[config.mk]
export PLATFORM = sky130hd
export DESIGN_NAME = ps2_key_decoder_flat
export DESIGN_NICKNAME = d
export VERILOG_FILES = /design/src/rtl/ps2_key_decoder_if.sv /design/src/rtl/ps2_key_decoder.sv /design/src/flat_wrapper.sv
export SDC_FILE = /design/constraint.sdc
export NUM_CORES = 1
export LEC_CHECK = 0
export BUFFER_PORTS_ARGS = -buffer_cell sky130_fd_sc_hd__buf_2
export CAP_MARGIN = 20
export CORE_ASPECT_RATIO = 0.8
export CORE_UTILIZATION = 37
export CTS_CLUSTER_DIAMETER = 50
export DETAILED_ROUTE_END_ITERATION = 8
export SETUP_SLACK_MARGIN = 0.1
export SYNTH_ARGS = -nofsm -noshare
export SYNTH_HDL_FRONTEND = slang
export SYNTH_SLANG_ARGS = --single-unit
[constraint.sdc]
create_clock -name clk -period 7.66 [get_ports clk]
set_clock_uncertainty 0.15 [all_clocks]
set_input_delay 1.149 -clock clk [delete_from_list [all_inputs] [get_ports clk]]
set_output_delay 1.149 -clock clk [all_outputs]
set_load 0.05 [all_outputs]
[src/rtl/ps2_key_decoder_if.sv]
// Keyboard-side signal bundle between the PS/2 front end and the Apple I/O block.
// The master drives the raw PS/2 pins and the strobe clear.
// The slave, which is the decoder, returns the keyboard latch and the held-key levels.
interface ps2_key_decoder_if;
  logic       PS2Clk;
  logic       PS2Din;
  logic       clearData;
  logic [7:0] ascii;
  logic       keyState;
  logic [9:0] specialKey;

  modport master (
    output PS2Clk, PS2Din, clearData,
    input  ascii, keyState, specialKey
  );

  modport slave (
    input  PS2Clk, PS2Din, clearData,
    output ascii, keyState, specialKey
  );
endinterface

[src/rtl/ps2_key_decoder.sv]
// PS/2 keyboard front end: input conditioning, frame receiver, scan-code set 2
// decoder and Apple II keyboard latch.
//
// Decoder FSM states:
//   state  | meaning
//   IDLE   | waiting for a make code or a prefix
//   EXT    | E0 seen, next code is an extended make
//   BRK    | F0 seen, next code is a break
//   EXTBRK | E0 F0 seen, next code is an extended break
module ps2_key_decoder #(
  parameter int FILTER_LEN  = 8,
  parameter int TIMEOUT_CYC = 50000
) (
  input logic            clk,
  input logic            cpuRstN,
  ps2_key_decoder_if.slave kbd
);

  localparam int FLT_W  = $clog2(FILTER_LEN + 1);
  localparam int IDLE_W = $clog2(TIMEOUT_CYC + 1);

  localparam logic [1:0] IDLE   = 2'd0;
  localparam logic [1:0] EXT    = 2'd1;
  localparam logic [1:0] BRK    = 2'd2;
  localparam logic [1:0] EXTBRK = 2'd3;

  logic [1:0]        rstSync;
  logic              rstN;
  logic [1:0]        clkSync;
  logic [1:0]        dinSync;
  logic [1:0]        clrSync;
  logic              clrSyncD;
  logic              clrRise;
  logic              filtClk;
  logic [FLT_W-1:0]  fltCnt;
  logic              fallNow;
  logic [10:0]       shiftReg;
  logic [10:0]       frameNext;
  logic              frameOk;
  logic [3:0]        bitCnt;
  logic [IDLE_W-1:0] idleCnt;
  logic              byteValid;
  logic [7:0]        rxByte;
  logic [1:0]        state;
  logic [1:0]        stateNext;
  logic              doMake;
  logic              doBreak;
  logic              keyExt;
  logic [8:0]        keyId;
  logic [7:0]        xlat;
  logic [8:0]        lastCode;
  logic [7:0]        asciiReg;
  logic              keyStateReg;
  logic              lShift, rShift, lCtrl, rCtrl, delHeld;
  logic              f6Held, f10Held, kp4Held, kp6Held, kp8Held, kp2Held;
  logic              kpMinusHeld, kpStarHeld, kpSlashHeld;
  logic              shiftHeld, ctrlHeld;

  // Returns {translatable, apple ascii}; bit 7 doubles as the strobe value.
  function automatic logic [7:0] translate(input logic [7:0] code, input logic ext,
                                           input logic shift, input logic ctrl);
    logic [6:0] letter;
    logic [7:0] res;
    res    = 8'h00;
    letter = 7'h00;
    if (ext) begin
      case (code)
        8'h6B:   res = 8'h88;
        8'h74:   res = 8'h95;
        default: res = 8'h00;
      endcase
    end else begin
      case (code)
        8'h1C: letter = 7'h41;  8'h32: letter = 7'h42;  8'h21: letter = 7'h43;
        8'h23: letter = 7'h44;  8'h24: letter = 7'h45;  8'h2B: letter = 7'h46;
        8'h34: letter = 7'h47;  8'h33: letter = 7'h48;  8'h43: letter = 7'h49;
        8'h3B: letter = 7'h4A;  8'h42: letter = 7'h4B;  8'h4B: letter = 7'h4C;
        8'h3A: letter = 7'h4D;  8'h31: letter = 7'h4E;  8'h44: letter = 7'h4F;
        8'h4D: letter = 7'h50;  8'h15: letter = 7'h51;  8'h2D: letter = 7'h52;
        8'h1B: letter = 7'h53;  8'h2C: letter = 7'h54;  8'h3C: letter = 7'h55;
        8'h2A: letter = 7'h56;  8'h1D: letter = 7'h57;  8'h22: letter = 7'h58;
        8'h35: letter = 7'h59;  8'h1A: letter = 7'h5A;
        default: letter = 7'h00;
      endcase
      if (letter != 7'h00) begin
        res = {1'b1, ctrl ? (letter - 7'h40) : letter};
      end else begin
        case (code)
          8'h16:   res = shift ? 8'hA1 : 8'hB1;
          8'h1E:   res = shift ? 8'hC0 : 8'hB2;
          8'h26:   res = shift ? 8'hA3 : 8'hB3;
          8'h25:   res = shift ? 8'hA4 : 8'hB4;
          8'h2E:   res = shift ? 8'hA5 : 8'hB5;
          8'h36:   res = shift ? 8'hDE : 8'hB6;
          8'h3D:   res = shift ? 8'hA6 : 8'hB7;
          8'h3E:   res = shift ? 8'hAA : 8'hB8;
          8'h46:   res = shift ? 8'hA8 : 8'hB9;
          8'h45:   res = shift ? 8'hA9 : 8'hB0;
          8'h29:   res = 8'hA0;
          8'h5A:   res = 8'h8D;
          8'h76:   res = 8'h9B;
          8'h66:   res = 8'h88;
          default: res = 8'h00;
        endcase
      end
    end
    return res;
  endfunction

  // Reset synchronizer: assert immediately, release two clocks later.
  always_ff @(posedge clk or negedge cpuRstN) begin
    if (!cpuRstN) rstSync <= 2'b00;
    else          rstSync <= {rstSync[0], 1'b1};
  end
  assign rstN = rstSync[1];

  // Two-flop synchronizers for the asynchronous pins plus clear edge history.
  always_ff @(posedge clk or negedge rstN) begin
    if (!rstN) begin
      clkSync  <= 2'b11;
      dinSync  <= 2'b11;
      clrSync  <= 2'b00;
      clrSyncD <= 1'b0;
    end else begin
      clkSync  <= {clkSync[0], kbd.PS2Clk};
      dinSync  <= {dinSync[0], kbd.PS2Din};
      clrSync  <= {clrSync[0], kbd.clearData};
      clrSyncD <= clrSync[1];
    end
  end
  assign clrRise = clrSync[1] & ~clrSyncD;

  // The glitch filter down-counts while the synced clock differs from the filtered level.
  always_ff @(posedge clk or negedge rstN) begin
    if (!rstN) begin
      filtClk <= 1'b1;
      fltCnt  <= FLT_W'(FILTER_LEN - 1);
    end else if (clkSync[1] == filtClk) begin
      fltCnt <= FLT_W'(FILTER_LEN - 1);
    end else if (fltCnt == '0) begin
      filtClk <= clkSync[1];
      fltCnt  <= FLT_W'(FILTER_LEN - 1);
    end else begin
      fltCnt <= fltCnt - 1'b1;
    end
  end

  // High in the cycle that ends with the filtered clock falling.
  assign fallNow   = filtClk && !clkSync[1] && (fltCnt == '0);
  assign frameNext = {dinSync[1], shiftReg[10:1]};
  assign frameOk   = !frameNext[0] && (^frameNext[9:1]) && frameNext[10];

  // Frame receiver: shift in on falling edges, check at bit 10, drop stale partial frames.
  always_ff @(posedge clk or negedge rstN) begin
    if (!rstN) begin
      shiftReg  <= '0;
      bitCnt    <= 4'd0;
      idleCnt   <= IDLE_W'(TIMEOUT_CYC);
      byteValid <= 1'b0;
      rxByte    <= 8'h00;
    end else begin
      byteValid <= 1'b0;
      if (fallNow) begin
        shiftReg <= frameNext;
        idleCnt  <= IDLE_W'(TIMEOUT_CYC);
        if (bitCnt == 4'd10) begin
          bitCnt <= 4'd0;
          if (frameOk) begin
            byteValid <= 1'b1;
            rxByte    <= frameNext[8:1];
          end
        end else begin
          bitCnt <= bitCnt + 4'd1;
        end
      end else if (bitCnt != 4'd0) begin
        if (idleCnt == '0) bitCnt <= 4'd0;
        else               idleCnt <= idleCnt - 1'b1;
      end else begin
        idleCnt <= IDLE_W'(TIMEOUT_CYC);
      end
    end
  end

  // Prefix tracking: classify each received byte as prefix, make or break.
  always_comb begin
    stateNext = state;
    doMake    = 1'b0;
    doBreak   = 1'b0;
    keyExt    = 1'b0;
    if (byteValid) begin
      case (state)
        IDLE: begin
          if (rxByte == 8'hE0)      stateNext = EXT;
          else if (rxByte == 8'hF0) stateNext = BRK;
          else                      doMake = 1'b1;
        end
        EXT: begin
          if (rxByte == 8'hE0)      stateNext = EXT;
          else if (rxByte == 8'hF0) stateNext = EXTBRK;
          else begin
            doMake    = 1'b1;
            keyExt    = 1'b1;
            stateNext = IDLE;
          end
        end
        BRK: begin
          doBreak   = 1'b1;
          stateNext = IDLE;
        end
        default: begin
          doBreak   = 1'b1;
          keyExt    = 1'b1;
          stateNext = IDLE;
        end
      endcase
    end
  end

  assign keyId     = {keyExt, rxByte};
  assign shiftHeld = lShift | rShift;
  assign ctrlHeld  = lCtrl | rCtrl;
  assign xlat      = translate(rxByte, keyExt, shiftHeld, ctrlHeld);

  // Decoder state register.
  always_ff @(posedge clk or negedge rstN) begin
    if (!rstN) state <= IDLE;
    else       state <= stateNext;
  end

  // Modifier and held-key flags: set on make, clear on break of the same key.
  always_ff @(posedge clk or negedge rstN) begin
    if (!rstN) begin
      {lShift, rShift, lCtrl, rCtrl, delHeld} <= 5'b0;
      {f6Held, f10Held, kp4Held, kp6Held, kp8Held, kp2Held} <= 6'b0;
      {kpMinusHeld, kpStarHeld, kpSlashHeld} <= 3'b0;
    end else if (doMake || doBreak) begin
      case (keyId)
        9'h012:  lShift      <= doMake;
        9'h059:  rShift      <= doMake;
        9'h014:  lCtrl       <= doMake;
        9'h114:  rCtrl       <= doMake;
        9'h171:  delHeld     <= doMake;
        9'h00B:  f6Held      <= doMake;
        9'h009:  f10Held     <= doMake;
        9'h06B:  kp4Held     <= doMake;
        9'h074:  kp6Held     <= doMake;
        9'h075:  kp8Held     <= doMake;
        9'h072:  kp2Held     <= doMake;
        9'h07B:  kpMinusHeld <= doMake;
        9'h07C:  kpStarHeld  <= doMake;
        9'h14A:  kpSlashHeld <= doMake;
        default: ;
      endcase
    end
  end

  // Keyboard latch. A translatable make outranks a simultaneous strobe clear.
  always_ff @(posedge clk or negedge rstN) begin
    if (!rstN) begin
      asciiReg    <= 8'h00;
      keyStateReg <= 1'b0;
      lastCode    <= 9'h000;
    end else begin
      if (doMake && xlat[7]) begin
        asciiReg    <= xlat;
        keyStateReg <= 1'b1;
        lastCode    <= keyId;
      end else begin
        if (clrRise) asciiReg[7] <= 1'b0;
        if (doBreak && keyId == lastCode) keyStateReg <= 1'b0;
      end
    end
  end

  assign kbd.ascii      = asciiReg;
  assign kbd.keyState   = keyStateReg;
  assign kbd.specialKey = {kpSlashHeld, kpStarHeld, kpMinusHeld, kp2Held, kp8Held,
                           kp6Held, kp4Held, f10Held, f6Held,
                           ctrlHeld & shiftHeld & delHeld};

endmodule

[src/flat_wrapper.sv]
// flat-port wrapper written by rule: the top's interface ports become plain ports
module ps2_key_decoder_flat 
#(
  parameter int FILTER_LEN  = 8,
  parameter int TIMEOUT_CYC = 50000
)
  (clk, cpuRstN, kbd_PS2Clk, kbd_PS2Din, kbd_clearData, kbd_ascii, kbd_keyState, kbd_specialKey);
  ps2_key_decoder_if kbd_i ();
  input logic clk;
  input logic cpuRstN;
  input wire logic [$bits(kbd_i.PS2Clk)-1:0] kbd_PS2Clk;
  input wire logic [$bits(kbd_i.PS2Din)-1:0] kbd_PS2Din;
  input wire logic [$bits(kbd_i.clearData)-1:0] kbd_clearData;
  output wire logic [$bits(kbd_i.ascii)-1:0] kbd_ascii;
  output wire logic [$bits(kbd_i.keyState)-1:0] kbd_keyState;
  output wire logic [$bits(kbd_i.specialKey)-1:0] kbd_specialKey;
  assign kbd_i.PS2Clk = kbd_PS2Clk;
  assign kbd_i.PS2Din = kbd_PS2Din;
  assign kbd_i.clearData = kbd_clearData;
  assign kbd_ascii = kbd_i.ascii;
  assign kbd_keyState = kbd_i.keyState;
  assign kbd_specialKey = kbd_i.specialKey;
  ps2_key_decoder #(.FILTER_LEN(FILTER_LEN), .TIMEOUT_CYC(TIMEOUT_CYC)) u_core (.clk(clk), .cpuRstN(cpuRstN), .kbd(kbd_i));
endmodule
# --- Word level (Yosys, flattened, before mapping) ---
# Memories as Yosys holds them, arrays and structs flattened.
# Index checks and enable logic that the tools add are counted.
word_totals:
  reg_bits: 88
  rom_bits: 768
  elab_cells: 167
  mem_count: 1
mem_list:
  columns: ["name", "words", "width", "rd", "rd_clocked_by_memory_dff", "wr", "line_no", "text"]
  rows:
  - ["(no name shown)", 128, 6, 1, 0, 0, "ps2_key_decoder.sv:73", "case (code)"]
classes:
  addsub: 4
  eq_ne: 39
  muxes: 46
  n_bitwise: 7
  reduce_logical: 39
op_table:
  columns: ["op", "n"]
  rows:
  - ["$pmux W8 S14", 1]
  - ["$eq A9 B7 Y1 const B", 7]
  - ["$eq A8 B6 Y1 const B", 7]
  - ["$eq A8 B7 Y1 const B", 7]
  - ["$mux W16", 3]
  - ["$mux W5", 8]
  - ["$mux W7", 5]
  - ["$reduce_and A2 Y1", 17]
  - ["$eq A9 B9 Y1 const B", 3]
  - ["$mux W4", 6]
  - ["$eq A9 B4 Y1 const B", 2]
  - ["$eq A9 B5 Y1 const B", 2]
  - ["$eq A8 B5 Y1 const B", 2]
  - ["$eq A8 B8 Y1 const B", 2]
  - ["$logic_not A16 Y1", 1]
  - ["$mux W8", 2]
  - ["$pmux W8 S2", 1]
  - ["$sub A16 B1 Y16 const B", 1]
  - ["$mux W1", 14]
  - ["$eq A9 B9 Y1", 1]
  - ["$reduce_xor A9 Y1", 1]
  - ["$mux W2", 4]
  - ["$reduce_bool A2 Y1", 4]
  - ["$reduce_bool A7 Y1", 1]
  - ["other kinds (22)", 33]

# --- Depth between registers and ports, before layout ---
logic_depth:
  word_depth: 12
  ltp_mapped: 12
  depth_no_buf: 9

# --- Least setup slack after synthesis ---
# No wires, ideal clock.
synth_path:
  path_kind: "register -> register"
  from: "register u_core.rxByte[1]"
  to: "register u_core.lastCode[5]"
  setup_ns: 0.127
  arrival_ns: 2.915
  required_time_ns: 7.383
  slack_ns: 4.468
  stages_incl_launch_ff: 13
  n_path_buf: 3
  cell_sequence: "dfrtp_1 -> buf_4 -> inv_1 -> ha_1 -> buf_2 -> nand2_1 -> a21oi_1 -> o2111a_1 -> nor4_4 -> nand3_4 -> o31ai_4 -> buf_6 -> mux2_1"
synth_between:
  elab_chain_cells: 7
synth_lines:
  columns: ["element", "line_no", "text"]
  rows:
  - ["start, declared", "ps2_key_decoder.sv:43", "logic [7:0] rxByte;"]
  - ["start signal, assigned", "ps2_key_decoder.sv:170", "rxByte <= frameNext[8:1];"]
  - ["$mem_v2 Z128 W6 or $eq A8 B8 Y1 (tied branches)", null, null]
  - ["$mux W7 or $mux W1 (tied branches)", "ps2_key_decoder.sv:73, ps2_key_decoder.sv:194, ps2_key_decoder.sv:199", null]
  - ["$mux W7 or $mux W1 (tied branches)", "ps2_key_decoder.sv:66, ps2_key_decoder.sv:198", null]
  - ["$reduce_bool A7 Y1 or $pmux W1 S2 (tied branches)", "ps2_key_decoder.sv:85, ps2_key_decoder.sv:191", null]
  - ["$mux W8 or $mux W1 (tied branches)", "ps2_key_decoder.sv:85, ps2_key_decoder.sv:190", null]
  - ["$mux W8", "ps2_key_decoder.sv:66", "if (ext) begin"]
  - ["$logic_and A1 B1 Y1 *", "ps2_key_decoder.sv:264", "if (doMake && xlat[7]) begin"]
  - ["end signal, assigned", "ps2_key_decoder.sv:267", "lastCode <= keyId;"]
  - ["end, declared", "ps2_key_decoder.sv:51", "logic [8:0] lastCode;"]
# Mark *: on every way between the ends. The rest lies on a longest branch, timed or not. The select of a mux whose other input is x is not followed.
# A chain may end at the register's enable or synchronous reset.

# --- Worst setup path in the final report ---
layout_path:
  from: "register u_core.rxByte[1]"
  to: "register u_core.lastCode[1]"
layout_between:
  elab_chain_cells: 7
layout_lines:
  columns: ["element", "line_no"]
  rows:
  - ["$mem_v2 Z128 W6 or $eq A8 B8 Y1 (tied branches)", null]
  - ["$mux W7 or $mux W1 (tied branches)", "ps2_key_decoder.sv:73, ps2_key_decoder.sv:194, ps2_key_decoder.sv:199"]
  - ["$mux W7 or $mux W1 (tied branches)", "ps2_key_decoder.sv:66, ps2_key_decoder.sv:198"]
  - ["$reduce_bool A7 Y1 or $pmux W1 S2 (tied branches)", "ps2_key_decoder.sv:85, ps2_key_decoder.sv:191"]
  - ["$mux W8 or $mux W1 (tied branches)", "ps2_key_decoder.sv:85, ps2_key_decoder.sv:190"]
  - ["$mux W8", "ps2_key_decoder.sv:66"]
  - ["$logic_and A1 B1 Y1", "ps2_key_decoder.sv:264"]
# Several ways; a longest one is shown, not always the timed one. The select of a mux whose other input is x is not followed.

==> impl_metrics.ini <==
[timing]
rsz0062_at_grt = no
fmax_mhz = 249
drv_slew = 0
fin_crit_sh = 0.523
period_needed_ps = 4010
setup-tns-final_ps = 0
finalSetupViolCount = 0
final.setup.worst_slack_ps = 3650
maxSlewHeadroom = 0.367
tightest_slew_ps = 947
hold_violations = 0

[clock_tree]
root_buffer = clkbuf_16
clock_latency_ps = 340
cts.sinks = 87
post_cts_resized = 0
postCtsSetupBuffers = 0
htreeDepth = 3
clock_path_buffers = 2
path_clk_slew_ps = 60
cts_tree = done
cts_hold_buf = 0
cts_buffers = 9

[logic_synthesis]
ys_seq_area_frac = 0.429
ys_ff_latch = 87
synth_edf_count = 0
yosys.cell_types.count = 69
syn-num-nets = 532
async_flop_share = 1.00
netlist_instances = 514
synth_warnings = 0
postSynthAreaPerCell_um2 = 9.95
netlist_area_um2 = 5110
synth_flop_cell = dfrtp_1

[cells_and_area]
layout_commonest_cell = dfrtp_1
drive_gt1_frac = 0.185
final_nets = 531
syn2layout_area_growth_pct = 8.51
nFillCells = 1356
diodes = 0
final_cell_mix = 72 x dfrtp_1, 34 x nand2_1, 34 x o21ai_0
utilization = 0.411

[floorplan]
die_y_um = 107
rows = 38
die_area_um2 = 14300
start_util = 0.379
core_um2 = 13500
die_w_um = 133
ios = 24

[global_routing]
antenna_found_initial = 0
grtUsageTotal = 0.174
grt_pass1_vias = 3690
grt_first_pass_wirelength_mm = 19.4
grt_overflow = 0
grt_max_degree = 86

[placement]
dp_hpwl_mm = 8.13
portBuffers = 23
place_ws_ps = 3730
place.gp.congestion = 0.962

[drt]
avgRoutedWirePerCell_um = 16.8
via_count = 3900
ant_nets = 0
drtPass1Iterations = 5
drt_iter0_drc = 298
drc_errors = 0
routed_wl_mm = 11.7
vias_per_cell = 5.59

[setup_path]
critical_path.startpoint = u_core.rxByte[1]
regToRegSetupSlack_ps = 3650
startpoint_type = flip-flop
critPathKind = reg -> reg
r2r_end = u_core.lastCode[1]
cp.arrival_ps = 4080
critPathCaptureType = flip-flop
reg2regPathDepth = 9
cp_max_fo = 18
worstReg2RegStart = u_core.rxByte[1]
cp-endpoint = u_core.lastCode[1]
worstPathRequired_ps = 7730

[hold_path]
hold_path.class = reg -> async

[pwr]
peakVddDrop_uv = 118
pwr-share-seq = 0.508
power_density_nw_per_um2 = 176
sw_frac_of_total = 0.234
combPwrFrac = 0.063
power_switching_uw = 229
p_leak_uw = 0.00239
p_int_uw = 750
pwr-share-clk = 0.429

[run]
max-cap-violations = 0

[status]
status = complete, no violations
[synth_stat cells, drive strengths merged, types with 4 or more instances]
| master | count | area, um2 |
|---|---|---|
| mux2 | 35 | 398 |
| nor2b | 9 | 56.3 |
| mux2i | 5 | 50.1 |
| nor2 | 33 | 124 |
| clkbuf | 12 | 45.0 |
| or4 | 6 | 45.0 |
| xor2 | 9 | 78.8 |
| dfstp | 14 | 368 |
| a31oi | 5 | 37.5 |
| inv | 19 | 71.3 |
| buf | 26 | 184 |
| o31ai | 11 | 96.3 |
| nor3 | 17 | 85.1 |
| a21oi | 14 | 70.1 |
| and2 | 6 | 37.5 |
| nand2 | 34 | 128 |
| nor3b | 5 | 37.5 |
| dfrtp | 73 | 1830 |
| nand3b | 5 | 37.5 |
| nand4 | 6 | 37.5 |
| a22o | 4 | 35.0 |
| nand2b | 12 | 75.1 |
| or2 | 6 | 37.5 |
| nand3 | 17 | 97.6 |
| or3 | 7 | 43.8 |
| xnor2 | 23 | 201 |
| ha | 13 | 163 |
| nor4 | 6 | 73.8 |
| o21ai | 36 | 180 |
[through the flow]
step,hold WS (ps),area (um2),cells,power [uW]
floorplan,181,5110,514,552
global placement,192,5240,681,565
detailed placement,188,5240,681,567
CTS,205,5530,697,994
global route,207,5550,698,1030
finish,174,5550,698,979
[routing by layer]
layer | vias to the layer above | track usage | wire length, um
li1 | 1839 | - | -
met5 | - | 0 | 0
met1 | 1882 | 0.248 | 5690
met2 | 154 | 0.251 | 4910
met4 | 0 | 0.0804 | 304
met3 | 25 | 0.0369 | 819
[critical path: stages, from the launching register on]
cell      delay (ps)
dfrtp_1          610
inv_1            210
ha_1             400
nand2_1          350
a21oi_1          120
o2111a_1         300
nor4_4           360
nand3_4          200
o31ai_4          780
mux2_2           410
[area by class of cell]
type | instances | area, um2 | share of cell area
flip-flops and latches | 87 | 2200 | 0.396
multi-input cells | 370 | 2620 | 0.472
clock inverters | 3 | 25.0 | 0.00451
well taps | 180 | 225 | 0.0406
repair buffers | 26 | 150 | 0.0271
inverters | 19 | 71.3 | 0.0129
clock buffers | 13 | 260 | 0.0469
[cells by family (layout without fill, tap and decap cells)]
kind of cell,count (synthesis),after routing,synth area share
AOI/OAI and AO/OA,109,109,0.149
and+or+nand+nor,175,175,0.188
DFF,87,87,0.429
adders and majority gates,13,13,0.0318
other,1,1,0.000733
buffers and inverters,57,61,0.0587
muxes,40,40,0.0876
xor gates and xnor gates,32,32,0.0548
[power by group through the flow]
| stage | clock, uW | sequential (uW) | combinational [uW] |
|---|---|---|---|
| CTS | 434 | 503 | 57.2 |
| global route | 453 | 501 | 72.2 |
| detailed placement | 0 | 511 | 56.8 |
| floorplan | 0 | 505 | 47.1 |
| global placement | 0 | 510 | 55.3 |
| finish | 420 | 498 | 61.5 |
[flip-flops by register name (all words and copies together), names as in the netlist, 4 cells and up]
register	count
u_core.idleCnt	16
u_core.shiftReg	10
u_core.lastCode	9
u_core.kbd.ascii	8
u_core.rxByte	8
u_core.bitCnt	4
u_core.fltCnt	4
[worst min path at each step]
| stage | from | to | slack (ps) |
|---|---|---|---|
| 2_1_floorplan | u_core.clrSync[0] | u_core.clrSync[1] | 180 |
| 5_1_grt | u_core.clrSync[0] | u_core.clrSync[1] | 210 |
| 3_3_place_gp | u_core.rstSync[0] | u_core.rstSync[1] | 190 |
| 3_5_place_dp | u_core.rstSync[0] | u_core.rstSync[1] | 190 |
| 4_1_cts | u_core.clrSync[0] | u_core.clrSync[1] | 210 |
| 6_report | u_core.rstSync[1] | u_core.shiftReg[5] | 170 |
Power figures use the tool's default switching activity.
